[src/rtl/fifo_param_flowctl.sv]
// Parameterised synchronous FIFO with registered pop data, programmable almost-full/empty
// thresholds, hysteresis pause output and sticky overflow/underflow flags.
module fifo_param_flowctl #(
    parameter int DATA_SIZE = 10,
    parameter int DEPTH     = 8,
    localparam int CNT_W    = $clog2(DEPTH + 1)
) (
    input  logic                 clk,
    input  logic                 reset,
    input  logic                 write,
    input  logic [DATA_SIZE-1:0] data_in_push,
    input  logic                 read,
    input  logic [CNT_W-1:0]     af_thresh,
    input  logic [CNT_W-1:0]     ae_thresh,
    input  logic [CNT_W-1:0]     pause_hi,
    input  logic [CNT_W-1:0]     pause_lo,
    input  logic                 err_clr,
    output logic [DATA_SIZE-1:0] data_out_pop,
    output logic                 pop_valid,
    output logic [CNT_W-1:0]     data_count,
    output logic                 fifo_empty,
    output logic                 Fifo_full,
    output logic                 almost_empty,
    output logic                 almost_full,
    output logic                 fifo_pause,
    output logic                 err_overflow,
    output logic                 err_underflow,
    output logic                 fifo_error
);

    localparam int PTR_W = $clog2(DEPTH);

    logic [DATA_SIZE-1:0] mem [DEPTH];

    logic [PTR_W-1:0]     wr_ptr_reg, wr_ptr_next;
    logic [PTR_W-1:0]     rd_ptr_reg, rd_ptr_next;
    logic [CNT_W-1:0]     count_reg, count_next;
    logic [DATA_SIZE-1:0] data_out_reg;
    logic                 pop_valid_reg;
    logic                 pause_reg, pause_next;
    logic                 ovf_reg, udf_reg;

    logic push_ok;
    logic pop_ok;
    logic empty_w;
    logic full_w;

    assign empty_w = (count_reg == '0);
    assign full_w  = (count_reg == CNT_W'(DEPTH));

    // A full FIFO still accepts a push when a pop frees the slot on the same edge.
    assign push_ok = write & (~full_w | read);
    assign pop_ok  = read & ~empty_w;

    // Depth need not be a power of two, so pointers wrap by explicit compare.
    assign wr_ptr_next = (wr_ptr_reg == PTR_W'(DEPTH - 1)) ? '0 : wr_ptr_reg + PTR_W'(1);
    assign rd_ptr_next = (rd_ptr_reg == PTR_W'(DEPTH - 1)) ? '0 : rd_ptr_reg + PTR_W'(1);

    always_comb begin
        count_next = count_reg;
        case ({push_ok, pop_ok})
            2'b10:   count_next = count_reg + CNT_W'(1);
            2'b01:   count_next = count_reg - CNT_W'(1);
            default: count_next = count_reg;
        endcase
    end

    always_comb begin
        pause_next = pause_reg;
        if (count_next >= pause_hi) begin
            pause_next = 1'b1;
        end else if (count_next <= pause_lo) begin
            pause_next = 1'b0;
        end
    end

    // Storage has no reset; only valid words between the pointers are ever read.
    always_ff @(posedge clk) begin
        if (!reset && push_ok) begin
            mem[wr_ptr_reg] <= data_in_push;
        end
    end

    always_ff @(posedge clk) begin
        if (reset) begin
            wr_ptr_reg    <= '0;
            rd_ptr_reg    <= '0;
            count_reg     <= '0;
            data_out_reg  <= '0;
            pop_valid_reg <= 1'b0;
            pause_reg     <= 1'b0;
            ovf_reg       <= 1'b0;
            udf_reg       <= 1'b0;
        end else begin
            count_reg     <= count_next;
            pause_reg     <= pause_next;
            pop_valid_reg <= pop_ok;
            if (push_ok) begin
                wr_ptr_reg <= wr_ptr_next;
            end
            if (pop_ok) begin
                rd_ptr_reg   <= rd_ptr_next;
                data_out_reg <= mem[rd_ptr_reg];
            end
            // A new error in the same cycle as err_clr keeps the flag set.
            if (write && !push_ok) begin
                ovf_reg <= 1'b1;
            end else if (err_clr) begin
                ovf_reg <= 1'b0;
            end
            if (read && empty_w) begin
                udf_reg <= 1'b1;
            end else if (err_clr) begin
                udf_reg <= 1'b0;
            end
        end
    end

    assign data_out_pop  = data_out_reg;
    assign pop_valid     = pop_valid_reg;
    assign data_count    = count_reg;
    assign fifo_empty    = empty_w;
    assign Fifo_full     = full_w;
    assign almost_empty  = ~empty_w && (count_reg <= ae_thresh);
    assign almost_full   = (count_reg >= af_thresh);
    assign fifo_pause    = pause_reg;
    assign err_overflow  = ovf_reg;
    assign err_underflow = udf_reg;
    assign fifo_error    = ovf_reg | udf_reg;

endmodule
[config.mk]
export PLATFORM = sky130hd
export DESIGN_NAME = fifo_param_flowctl
export DESIGN_NICKNAME = d
export VERILOG_FILES = /design/src/rtl/fifo_param_flowctl.sv
export SDC_FILE = /design/constraint.sdc
export NUM_CORES = 1
export LEC_CHECK = 0
export CAP_MARGIN = 20
export CORE_MARGIN = 10
export CORE_UTILIZATION = 50
export CTS_BUF_LIST = sky130_fd_sc_hd__clkbuf_2 sky130_fd_sc_hd__clkbuf_4 sky130_fd_sc_hd__clkbuf_8
export CTS_CLUSTER_DIAMETER = 50
export DETAILED_ROUTE_END_ITERATION = 6
export PLACE_DENSITY = 0.73
export SLEW_MARGIN = 20
export SYNTH_ARGS = -nofsm -noshare
export SYNTH_HDL_FRONTEND = slang
export SYNTH_SLANG_ARGS = --single-unit
[constraint.sdc]
create_clock -name clk -period 6.9 [get_ports clk]
set_input_delay 2.07 -clock clk [delete_from_list [all_inputs] [get_ports clk]]
set_output_delay 2.07 -clock clk [all_outputs]
set_load 0.01 [all_outputs]
# Word-level counts from Yosys, hierarchy flattened
# Memory sizes are Yosys's and may differ from the RTL's. A register that Yosys moved wholly into a read port is not among the register bits.
# Index checks and enable logic that the tools add are counted.
[word_totals]
reg_bits = 14
ramBits = 80
out_inout_bits = 23
n_memories = 1
inputBits = 31
wordCells = 47
[memory_table]
columns = ["memory", "words", "width", "rd", "rd_clocked_by_memory_dff", "wr", "line_no", "source"]
rows = [
  ["mem", 8, 10, 1, 1, 1, "33", "logic [DATA_SIZE-1:0] mem [DEPTH];"],
]
[op_classes]
bitwise_logic = 6
n_mux = 10
magnitude_cmp = 4
addsub = 4
n_eq_ne = 5
n_reduce_logical = 10
[op_table]
columns = ["operator", "count"]
rows = [
  ["greater-or-equal comparator 4 bit", 2],
  ["<= comparator 4 bit", 2],
  ["one-hot mux 4 bit (2 select lines)", 1],
  ["two-way mux 1 bit", 7],
  ["adder 3 x 1 -> 3 bit (second input constant)", 2],
  ["equality test 3 bit (second input constant)", 2],
  ["two-way mux 3 bit", 2],
  ["nonzero test 2 bit", 3],
  ["adder 4 x 1 -> 4 bit (second input constant)", 1],
  ["equality test 4 bit (second input constant)", 1],
  ["logical AND 1 bit", 4],
  ["zero test 4 bit", 1],
  ["subtractor 4 x 1 -> 4 bit (second input constant)", 1],
  ["bitwise AND 1 bit", 2],
  ["equality test 2 x 1 -> 1 bit (second input constant)", 1],
  ["equality test 2 bit (second input constant)", 1],
  ["zero test 1 bit", 2],
  ["NOT 1 bit", 2],
  ["bitwise OR 1 bit", 2],
]

# Longest topological paths before layout
# Gate-level depths: netlist of run 1.
[logic_depth]
depth_word = 9
depth_mapped = 13
depth_no_buf = 12

# Worst setup path before layout of run 1
# Ideal clock, no wire load.
[synth_timing]
path_kind = "input -> output"
startpoint = "input ae_thresh[1]"
endpoint = "output almost_empty"
path_stages = 6
path_buffers = 0
required_time_ns = 4.830
arrival_time_ns = 3.055
setup_slack_ns = 1.775
path_cell_list = "inv_1 ha_1 nor2b_1 o21ai_0 a21oi_1 a211oi_1"
[synth_via]
elab_chain_cells = 2
[synth_lines]
columns = ["element", "line_no", "source"]
rows = [
  ["start: declaration", "14", "input logic [CNT_W-1:0] ae_thresh,"],
  ["<= comparator 4 bit", "124", "assign almost_empty = ~empty_w && (count_reg <= ae_thresh);"],
  ["logical AND 1 bit", "124", ""],
  ["end: declaration", "23", "output logic almost_empty,"],
]
# Every way passes these cells.

# Final worst setup path of run 1
# Same ends and word-level chain as after synthesis.

==> results.json, run 1 <==
{
  "cts_root_buf": "clkbuf_8",
  "cts.sinks": 104,
  "synth_top_area_share_pct": 54.5,
  "grt.overflow.total": 0,
  "setup_viol": 0,
  "drc": 0,
  "tns_ns": 0,
  "cts_setup_buffers": 0,
  "top_register": "mem",
  "ys_types": 37,
  "peakVddDrop_uv": 171,
  "drive_gt1_share_pct": 14.7,
  "tightest_slew_ns": 1.05,
  "yosysSeqAreaShare_pct": 65.4,
  "p_leak_nw": 1.90,
  "syn_area_mm2": 0.00441,
  "nets": 399,
  "cts-resized-gates": 0,
  "synth.most_common_cell": "edfxtp_1",
  "grt_setup_unrepaired": "no",
  "critPathKind": "input pin to output port",
  "yosys_register_bits": 104,
  "ys_top_cells_by_area": "edfxtp_1, dfxtp_1, mux4_2, ha_1, nor2_1",
  "vias_per_cell": 5.62,
  "cp_max_fo": 2,
  "fin_crit_ns": 6.15,
  "cts.reportedPaths.clkPinSlew_ns": 0.09,
  "die_y_um": 114,
  "slew_headroom_pct": 29.8,
  "hpwl_um": 5930,
  "hold_buffers": 0,
  "io_pins": 54,
  "syn-num-nets": 339,
  "drv_slew": 0,
  "fin_worst_skew_ns": 0.0117,
  "wirelength_um": 8940,
  "total_power_mw": 1.79,
  "area_growth_pct": 20.4,
  "hold_violations": 0,
  "syn_area_per_cell_um2": 15.5,
  "synthTopCellsByCount": "edfxtp_1, nor2_1, dfxtp_1, ha_1, mux4_2",
  "dr.pass1.iters": 4,
  "die_w_um": 114,
  "fmax_mhz": 162,
  "worstPathRequired_ns": 4.83,
  "antenna_left": 0,
  "max-clock-path-buffers": 2,
  "grt_max_degree": 31,
  "p_per_area_mw_per_mm2": 337,
  "rows": 34,
  "arrival_ns": 4.08,
  "synth_edf_count": 80,
  "ys_warn_count": 0,
  "start_util_pct": 51.1,
  "num_vias": 2563,
  "core_mm2": 0.00864,
  "h-tree-depth": 3,
  "grt_usage_pct": 14.3,
  "cp-end-kind": "output port",
  "largest_reg_flops": 80,
  "async_flop_share_pct": 0,
  "tritoncts": "yes",
  "wl_per_cell_um": 19.6,
  "clock_latency_ns": 0.37,
  "stdcell_count": 456,
  "synthFlopType": "edfxtp_1",
  "grt_first_pass_wirelength_um": 14500,
  "antenna_found_initial": 0,
  "synth_largest_area_cell": "edfxtp_1",
  "status": "finished, final reports clean",
  "portBuffers": 53,
  "fp.dieArea_mm2": 0.0130,
  "synthesis.instances": 284,
  "grt_pass1_vias": 2684,
  "utilization_pct": 61.5,
  "drtIter0Drc": 132,
  "place_inst": 441,
  "min_period_over_period_pct": 89.2,
  "startpoint_type": "input pin",
  "drv_cap": 0,
  "antenna_cells": 0,
  "gp_congestion": 0.750,
  "cts_buffers": 9,
  "hold_class": "flip-flop to flip-flop"
}
[report_power, final]
group,switching (mW),total (mW),internal (mW)
logic,0.290,0.620,0.330
registers,0.0573,0.784,0.727
clock network,0.203,0.384,0.181
total,0.550,1.79,1.24
[area by class of cell]
cell class	instances	area, µm²
clock buffers	11	145
clock inverters	4	53.8
fillers	646	3330
inverters	16	60.1
multi-input cells	154	1460
flip-flops and latches	104	2880
well taps	108	135
repair buffers	59	576
[cells by family (layout without fill, tap and decap cells)]
kind of cell	after synthesis	count (layout)	synth area share, %
multiplexers	28	28	12.1
buffers and inverters	26	90	2.38
AO/OA/AOI/OAI	31	31	4.80
adder cells (fa/ha/maj)	24	24	6.98
flip-flops	104	104	65.4
XOR/XNOR	3	3	0.596
AND/OR/NAND/NOR	68	68	7.78
[through the flow]
| step | worst slack, ns | hold slack (ns) | area [µm²] |
|---|---|---|---|
| global placement | 0.874 | 0.471 | 5100 |
| global route | 0.547 | 0.516 | 5310 |
| CTS | 0.772 | 0.494 | 5300 |
| finish | 0.745 | 0.490 | 5310 |
| floorplan | 1.78 | 0.496 | 4410 |
| detailed placement | 0.774 | 0.481 | 5100 |
[path summary, 6_finish.rpt]
check                start      endpoint  slack, ns  cells after the start
max           ae_thresh[1]  almost_empty       0.75                      8
min reg2reg   err_overflow  err_overflow       0.49                      2
max reg2reg  data_count[3]    fifo_pause       3.31                     12
min           err_overflow  err_overflow       0.49                      2
[critical path: stages]
cell and delay, ns:
clkdlybuf4s50_1 0.45, inv_1 0.05, ha_1 0.30, nor2b_1 0.14, o21ai_0 0.20, a21oi_1 0.10
a211oi_1 0.20, clkdlybuf4s50_1 0.57
[layout by cell type, fill, tap and decap left out, types with 2 or more instances in the layout]
cell and n:
mux4_2 20, inv_1 16, a211oi_1 2, nand2b_1 4, dfxtp_1 24, a21oi_1 7
nor2b_1 7, o22ai_1 10, nor2_1 24, clkinvlp_4 2, mux2_2 2, mux2i_1 6
xnor2_1 2, o21ai_0 2, ha_1 23, nand2_1 6, nor3_1 13, edfxtp_1 80
nand4_1 2, a21o_1 5, nand3b_1 3, clkbuf_8 10, nor2_2 2, clkdlybuf4s50_1 53
buf_4 6
[metal layers]
| metal | share of wire (%) | up-vias | GRT usage, % |
|---|---|---|---|
| met2 | 49 | 74 | 23.3 |
| met1 | 44 | 1264 | 18.1 |
| met3 | 5.7 | 16 | 3.78 |
| met5 | 0 | - | 0 |
| li1 | - | 1209 | - |
| met4 | 1.6 | 0 | 4.93 |
Note: power is estimated with default switching activity, not from simulation.
==> inputs of run 2 (changes only) <==
SETUP_SLACK_MARGIN = 0.1   (was unset)
==> results of run 2 <==
Same layout as run 1: the final DEF is identical, and so are final timing and power.
==> RTL change 1, RTL diff (settings of run 2) <==
Put one more register stage on the output `err_overflow`. The value now appears one clock later. The other outputs are not delayed to match.
--- a/src/rtl/fifo_param_flowctl.sv
+++ b/src/rtl/fifo_param_flowctl.sv
@@ -126,3 +126,5 @@
     assign fifo_pause    = pause_reg;
-    assign err_overflow  = ovf_reg;
+    always_ff @(posedge clk) begin
+        err_overflow <= ovf_reg;
+    end
     assign err_underflow = udf_reg;
Function: changed (Yosys sat finds a counterexample within 10 cycles, from zero or initial values and one cycle with reset high).
==> RTL change 1 against run 2 <==
- maximum frequency increased by 1.6%
- total power decreased by 0.59%
- wire length decreased by 3.6%
- first-iteration DRC count decreased by 30%
- hold slack got worse by 0.12 ns
- critical path depth unchanged
- synthesized area increased by 0.45%
- setup slack improved by 0.099 ns
- sequential cell count increased by 1
- final area increased by 0.92%
- clock skew increased by 0.0022 ns
- critical endpoint unchanged
- largest cell class unchanged
==> RTL change 1: results (changes against run 2) <==
| Metric | Value |
|---|---|
| Met1 capacity usage during global routing | 17.8% (-0.33 points) |
| Fraction of final layout cells sized beyond drive strength 1 | 15.0% (+0.36 points) |
| Post-route clock skew | 0.0139 ns (+0.00218 ns) |
| Cell leakage power | 1.93 nW (+1.7%) |
| Wire length after detailed routing | 8620 um (-3.6%) |
| Largest buffer count on any clock path | 2 (unchanged) |
| Largest net degree at the start of global routing | 31 (unchanged) |
| Ranking of synthesized cells by area | sky130_fd_sc_hd__edfxtp_1 54%, sky130_fd_sc_hd__dfxtp_1 11%, sky130_fd_sc_hd__mux4_2 10% |
| Yosys cell types | 37 (unchanged) |
| Status | complete, no violations |
| Via count | 2556 (-0.27%) |
| Final net count | 403 (+1.0%) |
| Met2 demand-to-capacity share in global routing | 22.2% (-1.0 points) |
| Flop2flop setup slack | 3.35 ns (+0.04 ns) |
| Overall routing resource usage | 13.9% (-0.41 points) |
| Proportion of synthesized chip area in sequential cells | 65.5% (+0.16 points) |
| Highest net fanout along the worst path | 2 (unchanged) |
| Routability cong. | 0.753 (+0.36%) |
| EDFF count, synth | 80 (unchanged) |
| Post-detailed-placement half-perimeter wirelength | 5650 um (-4.6%) |
| Cell area reported after detailed placement | 0.00515 mm^2 (+0.83%) |
| Clk_lat worst skew | 0.38 ns |
| Proportion of synthesized flip-flops having asynchronous set or reset | 0% (unchanged) |
| Number of CTS-inserted buffers | 9 (unchanged) |
| Met3 usage in global routing | 3.56% (-0.22 points) |
| Initial drt markers | 92 (-30%) |
| Worst vdd rail ir drop | 203 uV (+18%) |
| Ys Warns | 0 (unchanged) |
| Wire length of the first global-routing pass | 14000 um (-3.7%) |
| Syn_nets | 340 (+0.29%) |
| Most frequent cells after synthesis | 80 x sky130_fd_sc_hd__edfxtp_1, 26 x sky130_fd_sc_hd__nor2_1, 25 x sky130_fd_sc_hd__dfxtp_1 |
| Slew headroom | 31.6% (+1.8 points) |
[RTL change 1: cell types whose count changed after synthesis, sizes merged]
| cell | run 2 | this run |
|---|---|---|
| dfxtp | 24 | 25 |
[RTL change 1: path summary, 6_finish.rpt]
kind                 start      endpoint  depth (start not counted)
max           ae_thresh[1]  almost_empty                          8
max reg2reg  data_count[3]    fifo_pause                         12
min reg2reg        ovf_reg  err_overflow                          0
min                ovf_reg  err_overflow                          0
[RTL change 1: logic make-up after synthesis]
| kind of cell | after synthesis | synth area share, % |
|---|---|---|
| compound gates | 31 | 4.77 |
| xor+xnor | 3 | 0.593 |
| fa+ha+maj | 24 | 6.95 |
| buf+inv | 26 | 2.37 |
| flops | 105 | 65.5 |
| mux | 28 | 12.0 |
| simple gates | 68 | 7.74 |
[RTL change 1: stage by stage]
| step | setup slack [ns] | hold slack [ns] | instances |
|---|---|---|---|
| 6_report | 0.845 | 0.369 | 461 |
| 5_1_grt | 0.675 | 0.378 | 461 |
| 4_1_cts | 0.829 | 0.373 | 461 |
| 3_5_place_dp | 0.835 | 0.358 | 445 |
| 3_3_place_gp | 0.874 | 0.354 | 445 |
| 2_1_floorplan | 1.78 | 0.344 | 285 |
[RTL change 1: final cells by class]
class                   count  area, um^2
inverters                  16        60.1
clock buffers               9         124
multi-input cells         154        1450
flip-flops and latches    105        2900
clock inverters             7        86.3
well taps                 108         135
repair buffers             62         598
fillers                   657        3320
[RTL change 1: per-layer routing]
metal  vias up  part of all wire (%)
met1      1257                    44
met2        69                    49
li1       1218                     -
met4         0                   1.5
met5         -                     0
met3        12                   5.7
[RTL change 1: power breakdown]
group	switching (mW)	internal, mW	total (mW)
clock	0.231	0.145	0.376
combinational	0.284	0.330	0.614
sequential	0.0554	0.732	0.788
total	0.571	1.21	1.78
==> RTL change 2, RTL diff (config.mk and constraints of run 2) <==
Without the edit above. The parameter `DATA_SIZE` goes from 10 to 11.
--- a/src/rtl/fifo_param_flowctl.sv
+++ b/src/rtl/fifo_param_flowctl.sv
@@ -3,3 +3,3 @@
 module fifo_param_flowctl #(
-    parameter int DATA_SIZE = 10,
+    parameter int DATA_SIZE = 11,
     parameter int DEPTH     = 8,
Ports: changed (resized data_in_push and data_out_pop); port bits go from 54 to 56. The function was not compared with the original's and may differ.
==> RTL change 2 against run 2 <==
- total power grew 20%
- setup slack gained 0.034 ns
- hold slack gained 0.0031 ns
- global-route usage grew 0.62 points
- sequential cell count grew 9
- critical path type unchanged
- wire length grew 10%
- final area grew 12%
- synthesized area grew 7.5%
==> RTL change 2: results (changes against run 2) <==
| Metric | Value |
|---|---|
| Clock-pin slew of the registers on the worst-case setup and hold paths | 0.07 ns (-0.02 ns) |
| Status | complete, no violations |
| Proportion of synthesized chip area in sequential cells | 66.3% (+0.90 points) |
| Post-detailed-placement half-perimeter wirelength | 6470 um (+9.2%) |
| Ranking of synthesized cells by area | sky130_fd_sc_hd__edfxtp_1 56%, sky130_fd_sc_hd__dfxtp_1 11%, sky130_fd_sc_hd__mux4_2 10% |
| Avg Cell Area, Syn | 15.8 um^2 (+1.8%) |
| Number of CTS-inserted buffers | 17 (+8) |
| #FFs+latches synth | 113 (+8.7%) |
| Number of global-route vias before repair | 2903 (+8.2%) |
| Via count | 2786 (+8.7%) |
| Layout non-clock buf frac | 10.7% (-0.18 points) |
| Largest net degree at the start of global routing | 32 (+3.2%) |
| Worst path arrival time | 4.05 ns (-0.03 ns) |
| Max reg flops | 88 (+10%) |
| Detail Route met3 WL | 718 um (+41%) |
| Multi-input gate area | 0.00151 mm^2 (+3.6%) |
| Placed cells | 482 (+9.3%) |
| Count of clock buffers in the final design | 18 (+7) |
| Cell leakage power | 2.13 nW (+13%) |
| Met1 capacity usage during global routing | 17.6% (-0.52 points) |
| Most frequent cells after synthesis | 88 x sky130_fd_sc_hd__edfxtp_1, 27 x sky130_fd_sc_hd__nor2_1, 25 x sky130_fd_sc_hd__dfxtp_1 |
| Detailed-routing wirelength on met1 | 4100 um (+3.9%) |
| Wire length of the first global-routing pass | 16000 um (+10%) |
| Register cell area after layout | 0.00314 mm^2 (+9.0%) |
| Final net count | 428 (+7.3%) |
| Initial drt markers | 139 (+5.3%) |
| Count of H-tree levels built during CTS | 4 (+1) |
| Clk_lat worst skew | 0.43 ns (+0.06 ns) |
| EDFF count, synth | 88 (+10%) |
| Routability cong. | 0.740 (-1.4%) |
| Syn_nets | 356 (+5.0%) |
| Number of multi-input logic gates | 159 (+3.2%) |
| Post-route clock skew | 0.00951 ns (-0.00217 ns) |
| Cell area reported after detailed placement | 0.00551 mm^2 (+7.9%) |
| Count of plain and timing-repair buffers in the layout | 65 (+10%) |
-- RTL change 2: final timing paths --
path	from	end	slack (ns)
max	ae_thresh[1]	almost_empty	0.78
min	data_out_pop[1]	data_out_pop[1]	0.49
max reg2reg	data_count[3]	fifo_pause	3.36
min reg2reg	data_out_pop[1]	data_out_pop[1]	0.49
-- RTL change 2: power by group --
| group | switching [mW] | total (mW) | leakage (nW) | internal (mW) |
|---|---|---|---|---|
| Sequential | 0.0514 | 0.841 | 1.00 | 0.790 |
| Clock | 0.287 | 0.659 | 0.208 | 0.372 |
| Combinational | 0.310 | 0.654 | 0.925 | 0.344 |
| Total | 0.648 | 2.15 | 2.13 | 1.51 |
-- RTL change 2: metrics by stage --
stage          utilization (%)  worst slack [ns]
2_1_floorplan                -              1.78
3_3_place_gp              59.4             0.870
3_5_place_dp              59.6             0.785
4_1_cts                   64.2             0.778
5_1_grt                   64.2             0.715
6_report                  64.2             0.779
